==> src/rtl/ssd_scan_ctrl.sv <==
// Four-digit seven-segment scan controller with a double-buffered display word.
// Optional leading-zero blanking in decimal mode is compiled in with `define SSD_LZB_EN.
module ssd_scan_ctrl #(
  parameter int CLK_DIV = 25000,
  parameter int GUARD   = 16
) (
  input  logic        clk,
  input  logic        rst_n,
  input  logic [15:0] data_in,
  input  logic        sel_in,
  input  logic        load,
  output logic        ack,
  output logic [3:0]  digit_out,
  output logic [1:0]  control,
  output logic        display_sel,
  output logic [3:0]  an,
  output logic        frame_tick
);

  localparam int CW = (CLK_DIV > 2) ? $clog2(CLK_DIV) : 1;
  localparam logic [CW-1:0] LAST    = CW'(CLK_DIV - 1);
  localparam logic [CW-1:0] GUARD_C = CW'(GUARD);

  typedef enum logic {S_GUARD = 1'b0, S_ON = 1'b1} phase_e;

  phase_e       state_q, state_d;
  logic [CW-1:0] cnt_q, cnt_d;
  logic [1:0]   digit_q, digit_d;
  logic [15:0]  shadow_q, shadow_d;
  logic         sel_q, sel_d;
  logic [15:0]  pend_q, pend_d;
  logic         pend_sel_q, pend_sel_d;
  logic         pend_valid_q, pend_valid_d;
  logic         wrap, boundary, commit;
  logic [3:0]   an_d;
  logic [3:0]   nib_d;

  logic [3:0] an_q, digit_out_q;
  logic [1:0] control_q;
  logic       ack_q, frame_tick_q;

  function automatic logic [3:0] pick_nibble(input logic [15:0] w, input logic s,
                                             input logic [1:0] d);
    logic [3:0] n;
    logic       blank;
    n     = w[{d, 2'b00} +: 4];
    blank = 1'b0;
`ifdef SSD_LZB_EN
    if (s) begin
      case (d)
        2'd3:    blank = (w[15:12] == 4'h0);
        2'd2:    blank = (w[15:8] == 8'h00);
        2'd1:    blank = (w[15:4] == 12'h000);
        default: blank = 1'b0;
      endcase
    end
`else
    blank = s & 1'b0;
`endif
    return blank ? 4'hA : n;
  endfunction

  // load is a fire-and-forget strobe (no ready): latest write wins, and ack
  // pulses on the single cycle the pending word is committed at a frame boundary.
  always_comb begin
    wrap         = (cnt_q == LAST);
    cnt_d        = wrap ? '0 : cnt_q + 1'b1;
    digit_d      = wrap ? digit_q + 2'd1 : digit_q;
    boundary     = wrap && (digit_q == 2'd3);
    commit       = boundary && pend_valid_q;
    shadow_d     = commit ? pend_q : shadow_q;
    sel_d        = commit ? pend_sel_q : sel_q;
    pend_d       = load ? data_in : pend_q;
    pend_sel_d   = load ? sel_in : pend_sel_q;
    pend_valid_d = load | (pend_valid_q & ~commit);
    state_d      = (cnt_d < GUARD_C) ? S_GUARD : S_ON;
    an_d         = (state_d == S_ON) ? ~(4'b0001 << digit_d) : 4'hF;
    nib_d        = pick_nibble(shadow_d, sel_d, digit_d);
  end

  // Outputs are computed from next-state values so they line up with cnt/digit.
  always_ff @(posedge clk) begin
    if (!rst_n) begin
      state_q      <= S_GUARD;
      cnt_q        <= '0;
      digit_q      <= 2'd0;
      shadow_q     <= 16'h0000;
      sel_q        <= 1'b0;
      pend_q       <= 16'h0000;
      pend_sel_q   <= 1'b0;
      pend_valid_q <= 1'b0;
      an_q         <= 4'hF;
      digit_out_q  <= 4'h0;
      control_q    <= 2'd0;
      ack_q        <= 1'b0;
      frame_tick_q <= 1'b0;
    end else begin
      state_q      <= state_d;
      cnt_q        <= cnt_d;
      digit_q      <= digit_d;
      shadow_q     <= shadow_d;
      sel_q        <= sel_d;
      pend_q       <= pend_d;
      pend_sel_q   <= pend_sel_d;
      pend_valid_q <= pend_valid_d;
      an_q         <= an_d;
      digit_out_q  <= nib_d;
      control_q    <= digit_d;
      ack_q        <= commit;
      frame_tick_q <= boundary;
    end
  end

  assign an          = an_q;
  assign digit_out   = digit_out_q;
  assign control     = control_q;
  assign display_sel = sel_q;
  assign ack         = ack_q;
  assign frame_tick  = frame_tick_q;

endmodule

==> config.mk <==
export PLATFORM = sky130hd
export DESIGN_NAME = ssd_scan_ctrl
export DESIGN_NICKNAME = d
export VERILOG_FILES = /design/src/rtl/ssd_scan_ctrl.sv
export SDC_FILE = /design/constraint.sdc
export NUM_CORES = 1
export LEC_CHECK = 0
export CELL_PAD_IN_SITES_DETAIL_PLACEMENT = 1
export CELL_PAD_IN_SITES_GLOBAL_PLACEMENT = 1
export CORE_MARGIN = 2
export CORE_UTILIZATION = 40
export CTS_CLUSTER_DIAMETER = 40
export DETAILED_ROUTE_END_ITERATION = 16
export PLACE_DENSITY = 0.71
export REMOVE_ABC_BUFFERS = 1
export SYNTH_ARGS = -nofsm -noshare
export SYNTH_HDL_FRONTEND = slang
export SYNTH_SLANG_ARGS = --single-unit
==> constraint.sdc <==
create_clock -name clk -period 6 [get_ports clk]
set_input_delay 1.5 -clock clk [delete_from_list [all_inputs] [get_ports clk]]
set_output_delay 1.5 -clock clk [all_outputs]
set_load 0.02 [all_outputs]
# Yosys cells after proc, flatten, opt, wreduce, memory -nomap -nowiden
# Cells that the tools add are included.
# Widths: inputs -> output; s select.
[word_totals]
regBits = 62
out_inout_bits = 13
[op_classes]
addsub = 2
n_lt_le_gt_ge = 1
eq_ne = 2
shift = 2
muxes = 3
n_bitwise = 5
n_reduce_logical = 3
[ops]
columns = ["operator", "n"]
rows = [
  ["$mux 16", 1],
  ["$shiftx 16x5->4", 1],
  ["$add 15x1->15 const B", 1],
  ["$eq 15x15->1 const B", 1],
  ["$lt 15x5->1 const B", 1],
  ["$mux 15", 1],
  ["$not 4->4", 1],
  ["$shl 1x2->4 const A", 1],
  ["$add 2x1->2 const B", 1],
  ["$eq 2x2->1 const B", 1],
  ["$logic_and 1x1->1", 2],
  ["$mux 2", 1],
  ["$not 1->1", 2],
  ["$reduce_or 2->1", 1],
  ["$and 1x1->1", 1],
  ["$or 1x1->1", 1],
]

# Depth between registers and ports, before layout
# Gate-level depths: netlist (run 1).
[logic_depth]
ltp_word = 6
depth_mapped = 8
mapped_depth_nobuf = 7

# Worst setup path before layout (run 1)
# OpenSTA, ideal clock, no wires.
[synth_timing]
path_kind = "in2reg"
startpoint = "input load"
endpoint = "register pend_q[10]"
arrival_ps = 2623
path_slack_ps = 3249
path_stages = 4
path_cell_list = "clkbuf_1 -> buf_1 -> mux2i_1 -> nor2_1"
[synth_lines]
columns = ["item", "line_no", "rtl"]
rows = [
  ["from (decl)", "11", "input logic load,"],
  ["to (signal assigned)", "103", "pend_q <= pend_d;"],
  ["to (decl)", "31", "logic [15:0] pend_q, pend_d;"],
]

# Worst setup path after layout (run 1)
[layout_timing]
startpoint = "register control_q[1] (netlist: control[1])"
endpoint = "output control[1]"
[layout_lines]
columns = ["item", "line_no", "rtl"]
rows = [
  ["from (decl)", "39", "logic [1:0] control_q;"],
  ["from (signal assigned)", "108", "control_q <= digit_d;"],
  ["to (decl)", "14", "output logic [1:0] control,"],
]
# No word-level cell between the ends.

==> key figures, run 1 <==
Clock tree
  • Setup repair bufs after CTS: 0
  • CTS buffer count: 9
  • CTS tree: built
  • H-Tree Depth: 3
  • CTS root buf: clkbuf_8
  • Post-CTS sizing: 0
  • Hold Buf Count CTS: 0
  • Worst-skew pair later-pin latency: 0.34 ns
  • Worst-path clk slew: 0.07 ns
  • # clock sinks: 62
  • CTS max path bufs: 2

Global routing
  • Gr usage total: 19.3%
  • Number of antenna violations at the first check in global routing: 0
  • Largest net degree at the start of global routing: 43
  • Total gr overflow: 0
  • Vias in the first global route: 2283
  • First-pass GRT wire length: 11300 um

Critical path
  • Max stage delay on crit path: 0.69 ns
  • WP data required: 4.50 ns
  • Crit path DAT: 1.64 ns
  • Worst Path Max Fanout: 9
  • CP Capture Type: output port
  • Crit start category: register
  • Reg2Reg Launch Point: cnt_q[7]
  • Setup CP Type: reg2out
  • CP Buf/Inv Count: 1
  • Crit-path slowest cell: clkdlybuf4s50_1
  • CP cell instances: clkdlybuf4s50_1
  • Top delay family on crit path: buffers and inverters
  • CP Launch Point: control[1]

Synthesis
  • Synth unique cells: 50
  • Cells after Synth: 308
  • Synth top area share: 44.0%
  • Top_reg_cell synth: dfxtp_1
  • Ys async rst share: 0%
  • Area leader, netlist: dfxtp_1
  • Synth area leaders: dfxtp_1 44%, mux2i_1 8.2%, nand2_1 6.8%, nor2_1 5.1%, a21oi_1 3.7%
  • Post-synthesis register bit count: 62
  • Syn_area_per_cell: 9.16 um^2
  • Cell area after synthesis: 0.00282 mm^2
  • Post-synth EDFFs: 0
  • YS warnings: 0
  • Sequential area share after synthesis: 44.0%

Floorplan
  • Boundary Pins: 33
  • Starting Density: 41.5%
  • Core ar.: 0.00679 mm^2
  • Die Span Y: 88.0 um
  • Row count: 30
  • Die ar.: 0.00774 mm^2
  • Die width: 88.0 um

Power
  • Pwr dens: 249 mW/mm^2
  • Pwr Total: 837 uW
  • VDD IR max: 0.157 mV
  • Leakage power: 0.00121 uW

Finish
  • Most frequent cells in the layout: 62 x dfxtp_1, 51 x nand2_1, 38 x nor2_1, 32 x clkdlybuf4s50_1, 23 x mux2i_1
  • Layout cells sized above 1: 10.6%
  • Finished Layout Cells: 436
  • Area grow syn2layout: 19.1%
  • Final nets: 357
  • Diodes inserted: 0
  • Post-Route Utilization: 49.5%
  • Commonest non-fill, non-tap cell in the layout: dfxtp_1
  • Fill cells: 795

Timing
  • Post-route setup slack: 2.86 ns
  • Total negative slack: 0 ns
  • Final Hold Fails: 0
  • Max Fclk: 318 MHz
  • Final setup viols: 0
  • Min Tclk post-route: 3.14 ns
  • Max_slew headroom: 29.8%
  • Crit share post-route: 52.4%
  • Final Max Tran Viols: 0
  • Worst Clk Skew: 0.00786 ns
  • Worst Tran Pin Value: 1.05 ns
  • RSZ-0062 raised after global routing: no

Hold path
  • Hold path start: cnt_q[0]
  • Worst min-delay path category: reg2reg

Routing
  • Post-DRT Antenna Nets: 0
  • Total Wirelength: 6820 um
  • Vias: 2276
  • DR DRC count: 0
  • DR iter-0 viols: 46
  • Via-to-Cell Ratio: 5.22
  • First-pass DRT Iterations: 4
  • WL per Instance: 15.7 um

Place
  • Pre-CTS setup slack: 2.81 ns
  • Placed insts: 420
  • Final GP Congestion: 0.845
  • Post-DP HPWL: 4730 um
  • IO buf count: 32

Run
  • # Max-Cap Violations: 0

Run status
  • Status: complete, no violations
-- flip-flops by register name, indices dropped and copies added, names as in the netlist --
signal,cells
pend_sel_q,1
control,2
cnt_q,15
digit_out,4
display_sel,1
an,4
ack,1
pend_q,16
shadow_q,16
frame_tick,1
pend_valid_q,1
-- logic make-up after synthesis --
| kind of cell | Yosys count | share of synthesized area (%) |
|---|---|---|
| fa+ha+maj | 2 | 0.886 |
| flops | 62 | 44.0 |
| xor+xnor | 13 | 4.03 |
| simple gates | 124 | 21.7 |
| mux | 31 | 12.9 |
| buf+inv | 21 | 4.48 |
| compound gates | 55 | 12.0 |
-- synth_stat cells, drive strengths merged, types with 5 or more instances --
cell type and number:
a21oi 21, and2 5, buf 7, clkbuf 11, dfxtp 62, mux2i 23
nand2 51, nand3 5, nor2 38, nor3 5, o21ai 12, o22ai 8
xnor2 9
-- power by group --
group | total (uW) | internal, uW | switching [uW]
registers | 428 | 420 | 7.33
clock network | 371 | 201 | 170
logic | 38.7 | 21.9 | 16.8
total | 837 | 644 | 194
-- cell type report --
class	count	area [um^2]	share of cell area [%]
Tap cell	96	120	3.57
Multi-Input combinational cell	225	1460	43.3
Timing Repair Buffer	34	335	9.97
Clock inverter	6	61.3	1.82
Clock buffer	10	138	4.09
Sequential cell	62	1240	36.9
Inverter	3	11.3	0.335
-- through the flow --
| stage | hold WS (ns) | cell area [um^2] |
|---|---|---|
| 2_1_floorplan | 0.418 | 2710 |
| 3_3_place_gp | 0.431 | 3160 |
| 3_5_place_dp | 0.452 | 3160 |
| 4_1_cts | 0.461 | 3360 |
| 5_1_grt | 0.484 | 3360 |
| 6_report | 0.455 | 3360 |
-- routing by layer --
| layer | up-vias | share of wire, % | GRT usage, % |
|---|---|---|---|
| met2 | 30 | 50 | 33.4 |
| met5 | - | 0 | 0 |
| li1 | 1133 | - | - |
| met1 | 1102 | 45 | 23.1 |
| met4 | 0 | 1.6 | 7.97 |
| met3 | 11 | 2.5 | 4.52 |
-- worst paths after layout --
check,slack [ns],cells past startpoint,endpoint
setup reg to reg,3.43,6,digit_out[2]
setup / recovery,2.86,1,control[1]
hold / removal,0.46,1,cnt_q[0]
hold reg to reg,0.46,1,cnt_q[0]
Note: power is estimated with default switching activity, not from simulation.
==> run 2, diff against run 1 <==
==> constraint.sdc (replaced) <==
create_clock -name clk -period 3 [get_ports clk]
set_input_delay 0.75 -clock clk [delete_from_list [all_inputs] [get_ports clk]]
set_output_delay 0.75 -clock clk [all_outputs]
set_load 0.02 [all_outputs]
==> run 2 against run 1 <==
Core utilization increased by 0.33 points. Global-route usage up 0.38 points. Routed wire length fell by 0.88%. Flip-flop and latch count is the same. Die area unchanged. First-iteration DRC count increased by 100%. Non-clock buffer count increased by 5. Cell area increased by 0.67%. Setup slack lost 2.2 ns. Largest cell class unchanged.
==> key figures, run 2 (synthesized netlist as in run 1, its figures left out) <==
Power
  • VDD IR max: 0.294 mV (+87%)
  • Switch share: 24.4% (+1.2 points)
  • Sequential power share: 53.4% (+2.3 points)
  • Pwr Total: 1600 uW (+91%)
  • P_sw: 390 uW (+100%)
  • Leakage power: 0.00122 uW (+0.96%)
  • Pwr dens: 473 mW/mm^2 (+90%)
  • Combinational power share: 4.9% (+0.3 points)
  • Clock Power Share: 41.7% (-2.6 points)
  • Internal Power: 1210 uW (+88%)

Routing
  • Total Wirelength: 6760 um (-0.88%)
  • DR DRC count: 0 (unchanged)
  • Post-DRT Antenna Nets: 0 (unchanged)
  • WL per Instance: 15.3 um (-2.0%)
  • First-pass DRT Iterations: 4 (unchanged)
  • DR iter-0 viols: 94 (+100%)
  • Via-to-Cell Ratio: 5.16 (-1.2%)
  • Vias: 2274 (-0.088%)

Clock tree
  • Post-CTS sizing: 0 (unchanged)
  • CTS tree: built
  • CTS max path bufs: 2 (unchanged)
  • Worst-path clk slew: 0.07 ns (about the same)
  • # clock sinks: 62 (unchanged)
  • Hold Buf Count CTS: 0 (unchanged)
  • Worst-skew pair later-pin latency: 0.34 ns (about the same)
  • Setup repair bufs after CTS: 0 (unchanged)
  • CTS buffer count: 9 (unchanged)
  • H-Tree Depth: 3 (unchanged)
  • CTS root buf: clkbuf_8

Critical path
  • Worst Path Max Fanout: 6 (-3)
  • CP Buf/Inv Count: 0 (-1)
  • WP data required: 3.28 ns (-1.22 ns)
  • Max stage delay on crit path: 0.57 ns (-0.12 ns)
  • Crit start category: register
  • CP Capture Type: register
  • Top delay family on crit path: simple AND/OR/NAND/NOR gates
  • Crit-path slowest cell: or4_4
  • Crit path DAT: 2.62 ns (+0.98 ns)
  • Setup CP Type: reg2reg
  • CP cell instances: or4_4 -> nor4_4 -> o21ai_2 -> a211o_1 -> or3_4 -> nand4_1

Timing
  • Final Max Tran Viols: 0 (unchanged)
  • Max Fclk: 426 MHz
  • Crit share post-route: 78.3%
  • Worst Tran Pin Value: 0.504 ns (-0.546 ns)
  • Final Hold Fails: 0 (unchanged)
  • Final setup viols: 0 (unchanged)
  • Min Tclk post-route: 2.35 ns
  • Worst Clk Skew: 0.0111 ns (+0.00329 ns)
  • Total negative slack: 0 ns (unchanged)
  • RSZ-0062 raised after global routing: no
  • Max_slew headroom: 66.4% (+37 points)
  • Post-route setup slack: 0.652 ns (-2.20 ns)

Global routing
  • Total gr overflow: 0 (unchanged)
  • Number of antenna violations at the first check in global routing: 0 (unchanged)
  • Met1 Track Usage GR: 25.5% (+2.5 points)
  • Vias in the first global route: 2353 (+3.1%)
  • Met3 GRT Util: 5.94% (+1.4 points)
  • Global routing's busiest layer: met2
  • Largest net degree at the start of global routing: 29 (-33%)
  • Gr usage total: 19.7% (+0.38 points)
  • M2 GR Usage: 31.9% (-1.5 points)
  • First-pass GRT wire length: 11600 um (+2.7%)

Run status
  • Status: complete, no violations

Floorplan
  • Boundary Pins: 33 (unchanged)
  • Die Span Y: 88.0 um (unchanged)
  • Starting Density: 41.5% (unchanged)
  • Die width: 88.0 um (unchanged)
  • Core ar.: 0.00679 mm^2 (unchanged)
  • Row count: 30 (unchanged)
  • Die ar.: 0.00774 mm^2 (unchanged)

Run
  • # Max-Cap Violations: 0 (unchanged)

Finish
  • Post-Route Utilization: 49.8% (+0.33 points)
  • Fill cells: 797 (+0.25%)
  • Finished Layout Cells: 441 (+1.1%)
  • Top Registers: pend_q x16, shadow_q x16, cnt_q x15
  • Layout cells sized above 1: 11.9% (+1.3 points)
  • Most frequent cells in the layout: 62 x dfxtp_1, 51 x nand2_1, 38 x nor2_1, 32 x clkdlybuf4s50_1, 23 x mux2i_1
  • Final nets: 362 (+1.4%)
  • Commonest non-fill, non-tap cell in the layout: dfxtp_1
  • Diodes inserted: 0 (unchanged)
  • Area grow syn2layout: 19.9%

Hold path
  • Worst min-delay path category: reg2reg

Place
  • IO buf count: 32 (unchanged)
  • Pre-CTS setup slack: 0.660 ns (-2.15 ns)
  • Final GP Congestion: 0.940 (+11%)
  • Placed insts: 425 (+1.2%)
  • Post-DP HPWL: 4890 um (+3.3%)
run 2: changes by cell type in the layout (fill, tap and decap cells not counted):
cell / change
buf_4: +5
clkinv_2: -2
bufinv_16: -1
clkinv_4: +1
clkinvlp_4: +1
inv_6: +1
run 2: area by class of cell:
type                       count  area [um^2]  area share (%)
clock inverter                 6         46.3            1.37
inverter                       3         11.3           0.333
sequential                    62         1240            36.7
clock buffer                  10          138            4.07
timing repair buffer          39          373            11.0
multi-input combinational    225         1460            43.0
tap                           96          120            3.55
run 2: path summary, 6_finish.rpt:
| check | from | endpoint | slack (ns) | cells after the start |
|---|---|---|---|---|
| setup reg to reg | cnt_q[6] | an[0] | 0.65 | 6 |
| hold / removal | cnt_q[0] | cnt_q[0] | 0.45 | 1 |
| hold reg to reg | cnt_q[0] | cnt_q[0] | 0.45 | 1 |
| setup / recovery | cnt_q[6] | an[0] | 0.65 | 6 |
run 2: per-layer routing:
layer  share of wire (%)  vias to the layer above
li1                    -                     1138
met1                  48                     1095
met2                  48                       33
met3                 3.2                        8
met4                0.89                        0
met5                   0                        -
run 2: worst register-to-register path: stages (launching register included):
cell,delay (ns)
dfxtp_1,0.38
or4_4,0.57
nor4_4,0.43
o21ai_2,0.12
a211o_1,0.30
or3_4,0.39
nand4_1,0.09
run 2: through the flow:
| step | instance area, um^2 | hold slack (ns) |
|---|---|---|
| 2_1_floorplan | 2710 | 0.418 |
| 3_3_place_gp | 3200 | 0.430 |
| 3_5_place_dp | 3200 | 0.439 |
| 4_1_cts | 3380 | 0.456 |
| 5_1_grt | 3380 | 0.478 |
| 6_report | 3380 | 0.449 |
run 2: power groups by stage:
stage / Sequential [uW] / Clock (uW) / Combinational, uW
3_5_place_dp: 874 / 0 / 79.7
5_1_grt: 857 / 733 / 88.0
6_report: 855 / 668 / 78.4
4_1_cts: 855 / 690 / 79.9
3_3_place_gp: 874 / 0 / 77.7
2_1_floorplan: 869 / 0 / 36.5
